<file path="src/rtl/lsu_pipe_mem.sv">
// Load/store unit between EXU and WBU: one bus transaction per memory instruction,
// lane steering and load extension. Define LSU_MISALIGN_TRAP_EN to trap misaligned accesses.
module lsu_pipe_mem #(
    parameter int XLEN = 64,
    parameter int AW   = 32,
    parameter int RFAW = 5
) (
    input  logic              clk,
    input  logic              rst,
    input  logic              in_valid,
    output logic              in_ready,
    input  logic              in_load,
    input  logic              in_store,
    input  logic [1:0]        in_size,
    input  logic              in_unsigned,
    input  logic [XLEN-1:0]   in_addr,
    input  logic [XLEN-1:0]   in_wdata,
    input  logic [XLEN-1:0]   in_pass,
    input  logic [RFAW-1:0]   in_rd,
    input  logic              in_rf_we,
    output logic              out_valid,
    input  logic              out_ready,
    output logic [RFAW-1:0]   out_rd,
    output logic              out_rf_we,
    output logic [XLEN-1:0]   out_wdata,
    output logic              out_misalign,
    output logic              mem_req_valid,
    input  logic              mem_req_ready,
    output logic              mem_req_we,
    output logic [AW-1:0]     mem_req_addr,
    output logic [XLEN-1:0]   mem_req_wdata,
    output logic [XLEN/8-1:0] mem_req_wmask,
    input  logic              mem_resp_valid,
    input  logic [XLEN-1:0]   mem_resp_rdata
);
    localparam int NB   = XLEN / 8;
    localparam int OFFW = $clog2(NB);

    // Handshakes: a transfer happens on a rising edge where valid & ready are both 1;
    // a producer holding valid keeps its payload stable until that edge.
    typedef enum logic [1:0] {IDLE, REQ, RESP, OUT} state_t;
    state_t state, state_next;

    logic              load_q, store_q, uns_q, rf_we_q;
    logic [1:0]        size_q;
    logic [XLEN-1:0]   addr_q, wdata_q, out_wdata_q;
    logic [RFAW-1:0]   out_rd_q;
    logic              out_rf_we_q;
    logic              accept, mem_op_in, trap_in;
    logic [OFFW-1:0]   off;
    logic [1:0]        esz;
    logic [NB-1:0]     base_mask;
    logic [XLEN-1:0]   low_mask, shifted, load_ext;
    logic              sign;

    // A 32-bit datapath has no doubleword, so size 3 collapses to a word.
    function automatic logic [1:0] eff_size(input logic [1:0] s);
        if (XLEN == 32 && s == 2'd3) return 2'd2;
        return s;
    endfunction

`ifdef LSU_MISALIGN_TRAP_EN
    logic misalign_q;

    function automatic logic misaligned(input logic [OFFW-1:0] a, input logic [1:0] s);
        logic m;
        m = 1'b0;
        for (int i = 0; i < OFFW; i++)
            if (i < int'(eff_size(s)) && a[i]) m = 1'b1;
        return m;
    endfunction

    assign trap_in      = mem_op_in & misaligned(in_addr[OFFW-1:0], in_size);
    assign out_misalign = misalign_q;
`else
    assign trap_in      = 1'b0;
    assign out_misalign = 1'b0;
`endif

    assign mem_op_in = in_load | in_store;

    always_ff @(posedge clk or posedge rst) begin
        if (rst) state <= IDLE;
        else     state <= state_next;
    end

    always_comb begin
        state_next    = state;
        in_ready      = 1'b0;
        out_valid     = 1'b0;
        mem_req_valid = 1'b0;
        accept        = 1'b0;
        case (state)
            IDLE: in_ready = 1'b1;
            REQ: begin
                mem_req_valid = 1'b1;
                if (mem_req_ready) state_next = RESP;
            end
            RESP: if (mem_resp_valid) state_next = OUT;
            OUT: begin
                out_valid = 1'b1;
                in_ready  = out_ready;
                if (out_ready) state_next = IDLE;
            end
            default: state_next = IDLE;
        endcase
        accept = in_valid & in_ready;
        if (accept) begin
            if (mem_op_in && !trap_in) state_next = REQ;
            else                       state_next = OUT;
        end
    end

    // Lane steering from the latched address; bytes past the lane fall off the shift.
    always_comb begin
        off  = addr_q[OFFW-1:0];
        esz  = eff_size(size_q);
        base_mask = '0;
        for (int i = 0; i < NB; i++)
            base_mask[i] = (i < (1 << esz));
        low_mask = '0;
        for (int i = 0; i < XLEN; i++)
            low_mask[i] = (i < (8 << esz));
        shifted = mem_resp_rdata >> {off, 3'b000};
        case (esz)
            2'd0:    sign = shifted[7];
            2'd1:    sign = shifted[15];
            2'd2:    sign = shifted[31];
            default: sign = shifted[XLEN-1];
        endcase
        load_ext = (shifted & low_mask) | ((sign && !uns_q) ? ~low_mask : '0);
    end

    assign mem_req_we    = mem_req_valid & store_q;
    assign mem_req_addr  = mem_req_valid ? AW'(addr_q & ~XLEN'(NB - 1)) : '0;
    assign mem_req_wmask = mem_req_valid ? (base_mask << off) : '0;
    assign mem_req_wdata = mem_req_valid ? (wdata_q << {off, 3'b000}) : '0;

    always_ff @(posedge clk or posedge rst) begin
        if (rst) begin
            load_q      <= 1'b0;
            store_q     <= 1'b0;
            uns_q       <= 1'b0;
            rf_we_q     <= 1'b0;
            size_q      <= 2'd0;
            addr_q      <= '0;
            wdata_q     <= '0;
            out_rd_q    <= '0;
            out_rf_we_q <= 1'b0;
            out_wdata_q <= '0;
        end else if (accept) begin
            load_q   <= in_load & ~in_store;
            store_q  <= in_store;
            uns_q    <= in_unsigned;
            rf_we_q  <= in_rf_we;
            size_q   <= in_size;
            addr_q   <= in_addr;
            wdata_q  <= in_wdata;
            out_rd_q <= in_rd;
            if (!mem_op_in) begin
                out_wdata_q <= in_pass;
                out_rf_we_q <= in_rf_we;
            end else if (trap_in) begin
                out_wdata_q <= in_addr;
                out_rf_we_q <= 1'b0;
            end
        end else if (state == RESP && mem_resp_valid) begin
            out_wdata_q <= load_q ? load_ext : '0;
            out_rf_we_q <= load_q & rf_we_q;
        end
    end

`ifdef LSU_MISALIGN_TRAP_EN
    always_ff @(posedge clk or posedge rst) begin
        if (rst)         misalign_q <= 1'b0;
        else if (accept) misalign_q <= trap_in;
    end
`endif

    assign out_rd    = out_rd_q;
    assign out_rf_we = out_rf_we_q;
    assign out_wdata = out_wdata_q;
endmodule
</file>
<file path="config.mk">
export PLATFORM = sky130hd
export DESIGN_NAME = lsu_pipe_mem
export DESIGN_NICKNAME = d
export VERILOG_FILES = /design/src/rtl/lsu_pipe_mem.sv
export SDC_FILE = /design/constraint.sdc
export NUM_CORES = 1
export LEC_CHECK = 0
export ABC_AREA = 1
export CAP_MARGIN = 20
export CORE_MARGIN = 4
export CORE_UTILIZATION = 39
export CTS_BUF_LIST = sky130_fd_sc_hd__clkbuf_16
export DETAILED_ROUTE_END_ITERATION = 8
export PLACE_DENSITY = 0.76
export RECOVER_POWER = 50
export SKIP_CTS_REPAIR_TIMING = 1
export SLEW_MARGIN = 15
export SYNTH_ARGS = -nofsm -noshare
export SYNTH_HDL_FRONTEND = slang
export SYNTH_SLANG_ARGS = --single-unit
</file>
<file path="constraint.sdc">
create_clock -name clk -period 7.6 [get_ports clk]
set_clock_uncertainty 0.05 [all_clocks]
set_input_delay 1.9 -clock clk [delete_from_list [all_inputs] [get_ports clk]]
set_output_delay 1.9 -clock clk [all_outputs]
set_load 0.1 [all_outputs]
</file>
# Word level (Yosys, flattened, before mapping)
# Index checks and enable logic that the tools add are counted.
[word_totals] ff_bits=174 inputBits=273 out_inout_bits=179 wordCells=136
[classes] n_lt_le_gt_ge=72 n_eq_ne=9 n_shift=5 n_mux=21 bitwise=9 reduce_logical=9
[op_table] cell="$lt A7 B32 Y1 const A" n=32
[op_table] cell="$lt A6 B32 Y1 const A" n=16
[op_table] cell="$mux W64" n=6
[op_table] cell="$lt A4 B32 Y1 const A" n=8
[op_table] cell="$lt A5 B32 Y1 const A" n=8
[op_table] cell="$lt A3 B32 Y1 const A" n=4
[op_table] cell="$and A64 B64 Y64" n=1
[op_table] cell="$lt A1 B32 Y1 const A" n=2
[op_table] cell="$lt A2 B32 Y1 const A" n=2
[op_table] cell="$not A64 Y64" n=1
[op_table] cell="$or A64 B64 Y64" n=1
[op_table] cell="$shl A64 B6 Y64" n=1
[op_table] cell="$shr A64 B6 Y64" n=1
[op_table] cell="$mux W32" n=1
[op_table] cell="$shl A1 B2 Y32 const A" n=1
[op_table] cell="$shl A4 B2 Y32 const A" n=1
[op_table] cell="$mux W2" n=5
[op_table] cell="$ne A3 B3 Y1 const B" n=3
[op_table] cell="$mux W8" n=1
[op_table] cell="$shl A8 B3 Y8" n=1
[op_table] cell="$eq A2 B2 Y1 const B" n=3
[op_table] cell="$pmux W2 S3" n=1
[op_table] cell="$mux W1" n=5
[op_table] cell="$and A1 B1 Y1" n=4
[op_table] cell="13 further kinds" n=16

# Logic depth before layout (Yosys ltp)
[logic_depth] ltp_word=8 depth_mapped=13 mapped_depth_nobuf=11

# Worst setup path before layout
# OpenSTA, ideal clock, no wires.
[synth_path] kind="reg-to-output" startpoint="register state[1]" endpoint="output mem_req_wmask[4]" t_arrival_ns=4.438 path_slack_ns=1.212 stages_incl_launch_ff=9 cell_sequence="dfrtp_1 inv_1 ha_1 clkbuf_1 inv_1 nor2_1 inv_1 clkbuf_1 o31ai_1"
[synth_between] elab_chain_len=3
[synth_lines] element="start, declared" line_no="42" rtl="state_t state, state_next;"
[synth_lines] element="start signal, assigned" line_no="84" rtl="else state <= state_next;"
[synth_lines] element="$eq A2 B1 Y1" line_no="93" rtl="case (state)"
[synth_lines] element="$mux W1" line_no="93"
[synth_lines] element="named net mem_req_valid" line_no="27" rtl="output logic mem_req_valid,"
[synth_lines] element="$mux W8" line_no="136" rtl="assign mem_req_wmask = mem_req_valid ? (base_mask << off) : '0;"
[synth_lines] element="end, declared" line_no="32" rtl="output logic [XLEN/8-1:0] mem_req_wmask,"
# The timed path passes the listed nets, and every way through them passes these cells.

# Worst setup path after layout
[layout_path] startpoint="register addr_q[2]" endpoint="output mem_req_wdata[45]"
[layout_between] elab_chain_len=2
[layout_lines] element="start, declared" line_no="46" rtl="logic [XLEN-1:0] addr_q, wdata_q, out_wdata_q;"
[layout_lines] element="start signal, assigned" line_no="157" rtl="addr_q <= in_addr;"
[layout_lines] element="$shl A64 B6 Y64" line_no="137" rtl="assign mem_req_wdata = mem_req_valid ? (wdata_q << {off, 3'b000}) : '0;"
[layout_lines] element="$mux W64" line_no="137"
[layout_lines] element="end, declared" line_no="31" rtl="output logic [XLEN-1:0] mem_req_wdata,"
# No other way between the ends.

==> impl_metrics.env <==
export IMPL_whs_endpoint="addr_q[16]$_DFFE_PP0P_"
export IMPL_syn_area_um2=11000
export IMPL_hold_viol=0
export IMPL_rsz0062_at_grt="no"
export IMPL_drv_cap=3
export IMPL_h_tree_depth=4
export IMPL_grt_pass1_wl_um=69600
export IMPL_final_nets=2265
export IMPL_clkSinkCount=174
export IMPL_r2r_end="out_wdata[49]$_DFFE_PP0P_"
export IMPL_via_per_inst=5.32
export IMPL_path_class="reg2out"
export IMPL_die_x_um=176
export IMPL_synth_area_per_cell_um2=6.61
export IMPL_clockBufferDepth=2
export IMPL_grt_usage_pct=28.6
export IMPL_gp_congestion=0.978
export IMPL_area_growth_pct=42.5
export IMPL_coreArea_um2=27900
export IMPL_wirelength_um=46300
export IMPL_start_kind="flip-flop"
export IMPL_worst_slew_pin_slew_ns=2.22
export IMPL_relSlewSlack_pct=-48.9
export IMPL_status="finished with violations"
export IMPL_finalSetupViolCount=0
export IMPL_first_iter_violations=1374
export IMPL_synth_seq_cells=174
export IMPL_p_per_area_nw_per_um2=535
export IMPL_crit_start="addr_q[2]$_DFFE_PP0P_"
export IMPL_antenna_found_initial=14
export IMPL_ys_types=30
export IMPL_drc=0
export IMPL_ant_nets=0
export IMPL_yosys_warnings=0
export IMPL_io_pins=452
export IMPL_cts_buffers=17
export IMPL_final_max_slew_viol_count=179
export IMPL_fin_cells=2388
export IMPL_hold_path_class="reg2reg"
export IMPL_reg2regPathDepth=9
export IMPL_tritoncts="yes"
export IMPL_routedWlPerCell_um=19.4
export IMPL_required_ns=5.65
export IMPL_worst_slack_ns=1.52
export IMPL_num_rows=61
export IMPL_critPathArrivalTime_ns=4.13
export IMPL_first_global_vias=11900
export IMPL_placedCellCount=2346
export IMPL_ys_seq_area_share_pct=39.5
export IMPL_vias=12700
export IMPL_timing_rr_start="esz[1]$_DFFE_PP0P_"
export IMPL_ir_worst_vdd_mv=0.269
export IMPL_dpl_worst_slack_ns=1.84
export IMPL_clockRootBuffer="clkbuf_16"
export IMPL_clk_pin_slew_ns=0.08
export IMPL_grt_ovfl_total=0
export IMPL_min_path_cells=2
export IMPL_dp_hpwl_um=34300
export IMPL_fmax_mhz=164
export IMPL_nFillCells=2749
export IMPL_whs_ns=0.434
export IMPL_fin_setup_tns_ns=0
export IMPL_final_layout_size_suffix_gt1_share_pct=6.10
export IMPL_end_kind="output pin"
export IMPL_start_util_pct=39.6
export IMPL_fin_crit_sh_pct=80.0
export IMPL_clk_latency_ns=0.45
export IMPL_grt_start_max_net_pins=158
export IMPL_synth_cells=1669
export IMPL_violations="capacitance limit, slew limit"
export IMPL_final_min_clock_period_ns=6.08
export IMPL_port_buffers=415
export IMPL_dr_pass1_iters=6
export IMPL_path_max_fanout=49
export IMPL_dieHeight_um=176
export IMPL_r2r_slack_ns=3.42
export IMPL_power_leakage_uw=0.00734
export IMPL_die_area_um2=31000
export IMPL_hp_start="addr_q[16]$_DFFE_PP0P_"
## stage by stage
| step | instance area, um2 | utilization (%) | power, uW |
|---|---|---|---|
| 2_1_floorplan | 11000 | - | 6020 |
| 3_3_place_gp | 15100 | 54.1 | 7430 |
| 3_5_place_dp | 15100 | 54.1 | 7490 |
| 4_1_cts | 15700 | 56.2 | 8420 |
| 5_1_grt | 15700 | 56.4 | 8890 |
| 6_report | 15700 | 56.4 | 8410 |
## power breakdown
group | switching [uW] | internal, uW | total, uW
logic | 4350 | 1370 | 5720
registers | 387 | 1380 | 1770
clock network | 447 | 471 | 917
total | 5180 | 3220 | 8410
## Yosys cell counts (all sizes together)
master    n  area share, %
o21ai   166            7.5
o221ai    1          0.079
nor2    127            4.4
o22ai    13           0.74
nand2   589             20
a31oi    15           0.85
nand3    90            4.1
a21oi   180            8.2
or2       6           0.34
o31ai     1          0.068
mux2i    17            1.5
clkbuf   69            2.3
dfrtp   174             39
a22oi     9           0.61
conb      1          0.034
o211ai   12           0.82
a221o    11            1.0
buf      65            3.0
inv     109            3.7
ha        4           0.45
o21a      8           0.54
and2      1          0.057
a21o      1          0.068
## kinds of logic after synthesis
kind of cell	Yosys count	synth area share, %
simple gates	813	29.0
compound gates	417	20.5
buf+inv	243	9.02
flops	174	39.5
mux	17	1.54
fa+ha+maj	4	0.454
other cells	1	0.0340
## flip-flops by register name, indices dropped and copies added (netlist names)
signal and flops:
wdata_q 64, out_wdata 64, store_q 1, out_rf_we 1, load_q 1, esz 2, state 2, out_rd 5
addr_q 32, uns_q 1, rf_we_q 1
## worst max path at each step
| stage | to | slack (ns) | cells past startpoint |
|---|---|---|---|
| finish | mem_req_wdata[45] | 1.52 | 3 |
| global route | mem_req_wdata[45] | 1.46 | 3 |
| CTS | mem_req_wdata[45] | 1.70 | 3 |
| detailed placement | in_ready | 1.84 | 4 |
| global placement | in_ready | 1.85 | 4 |
| floorplan | addr_q[0]$_DFFE_PP0P_ | 0.93 | 1 |
## metal layers
metal | GRT usage, % | part of all wire, % | routed length [um] | vias to the layer above
met2 | 43.9 | 46 | 21200 | 625
met1 | 39.6 | 42 | 19500 | 5920
li1 | - | - | - | 6059
met3 | 6.66 | 8.7 | 4050 | 90
met5 | 0 | 0.13 | 58 | -
met4 | 10.9 | 3.4 | 1560 | 10
## cell type report
cell class / count / area [um2] / share of cell area (%)
clock inverter: 15 / 171 / 1.09
inverter: 109 / 417 / 2.65
timing repair buffer: 431 / 4150 / 26.4
antenna: 9 / 22.5 / 0.143
sequential: 174 / 4360 / 27.8
tap: 378 / 473 / 3.01
clock buffer: 17 / 425 / 2.71
multi-input combinational: 1255 / 5690 / 36.2
## placed cells by master, fill, tap and decap left out, types with 5 or more instances in the layout
cell	Yosys	layout
clkdlybuf4s50_1	0	320
a21oi_1	180	180
dfrtp_1	174	171
o22ai_1	13	13
a31oi_1	15	15
a221o_1	11	11
mux2i_1	17	17
nand2_1	588	587
buf_4	12	69
clkbuf_16	0	17
diode_2	0	9
o21ai_1	16	16
inv_6	0	5
o21a_1	8	8
or2_2	6	6
nand3_1	90	90
o211ai_1	12	12
inv_1	106	103
dlygate4sd3_1	0	39
nor2_1	125	125
o21ai_0	150	150
a22oi_1	9	9
## worst max-delay path, stage by stage, from the launching register on
cell	delay, ns
dfrtp_2	1.00
nand2_1	0.76
o21ai_0	0.66
clkdlybuf4s50_1	1.23
Power figures use the tool's default switching activity.
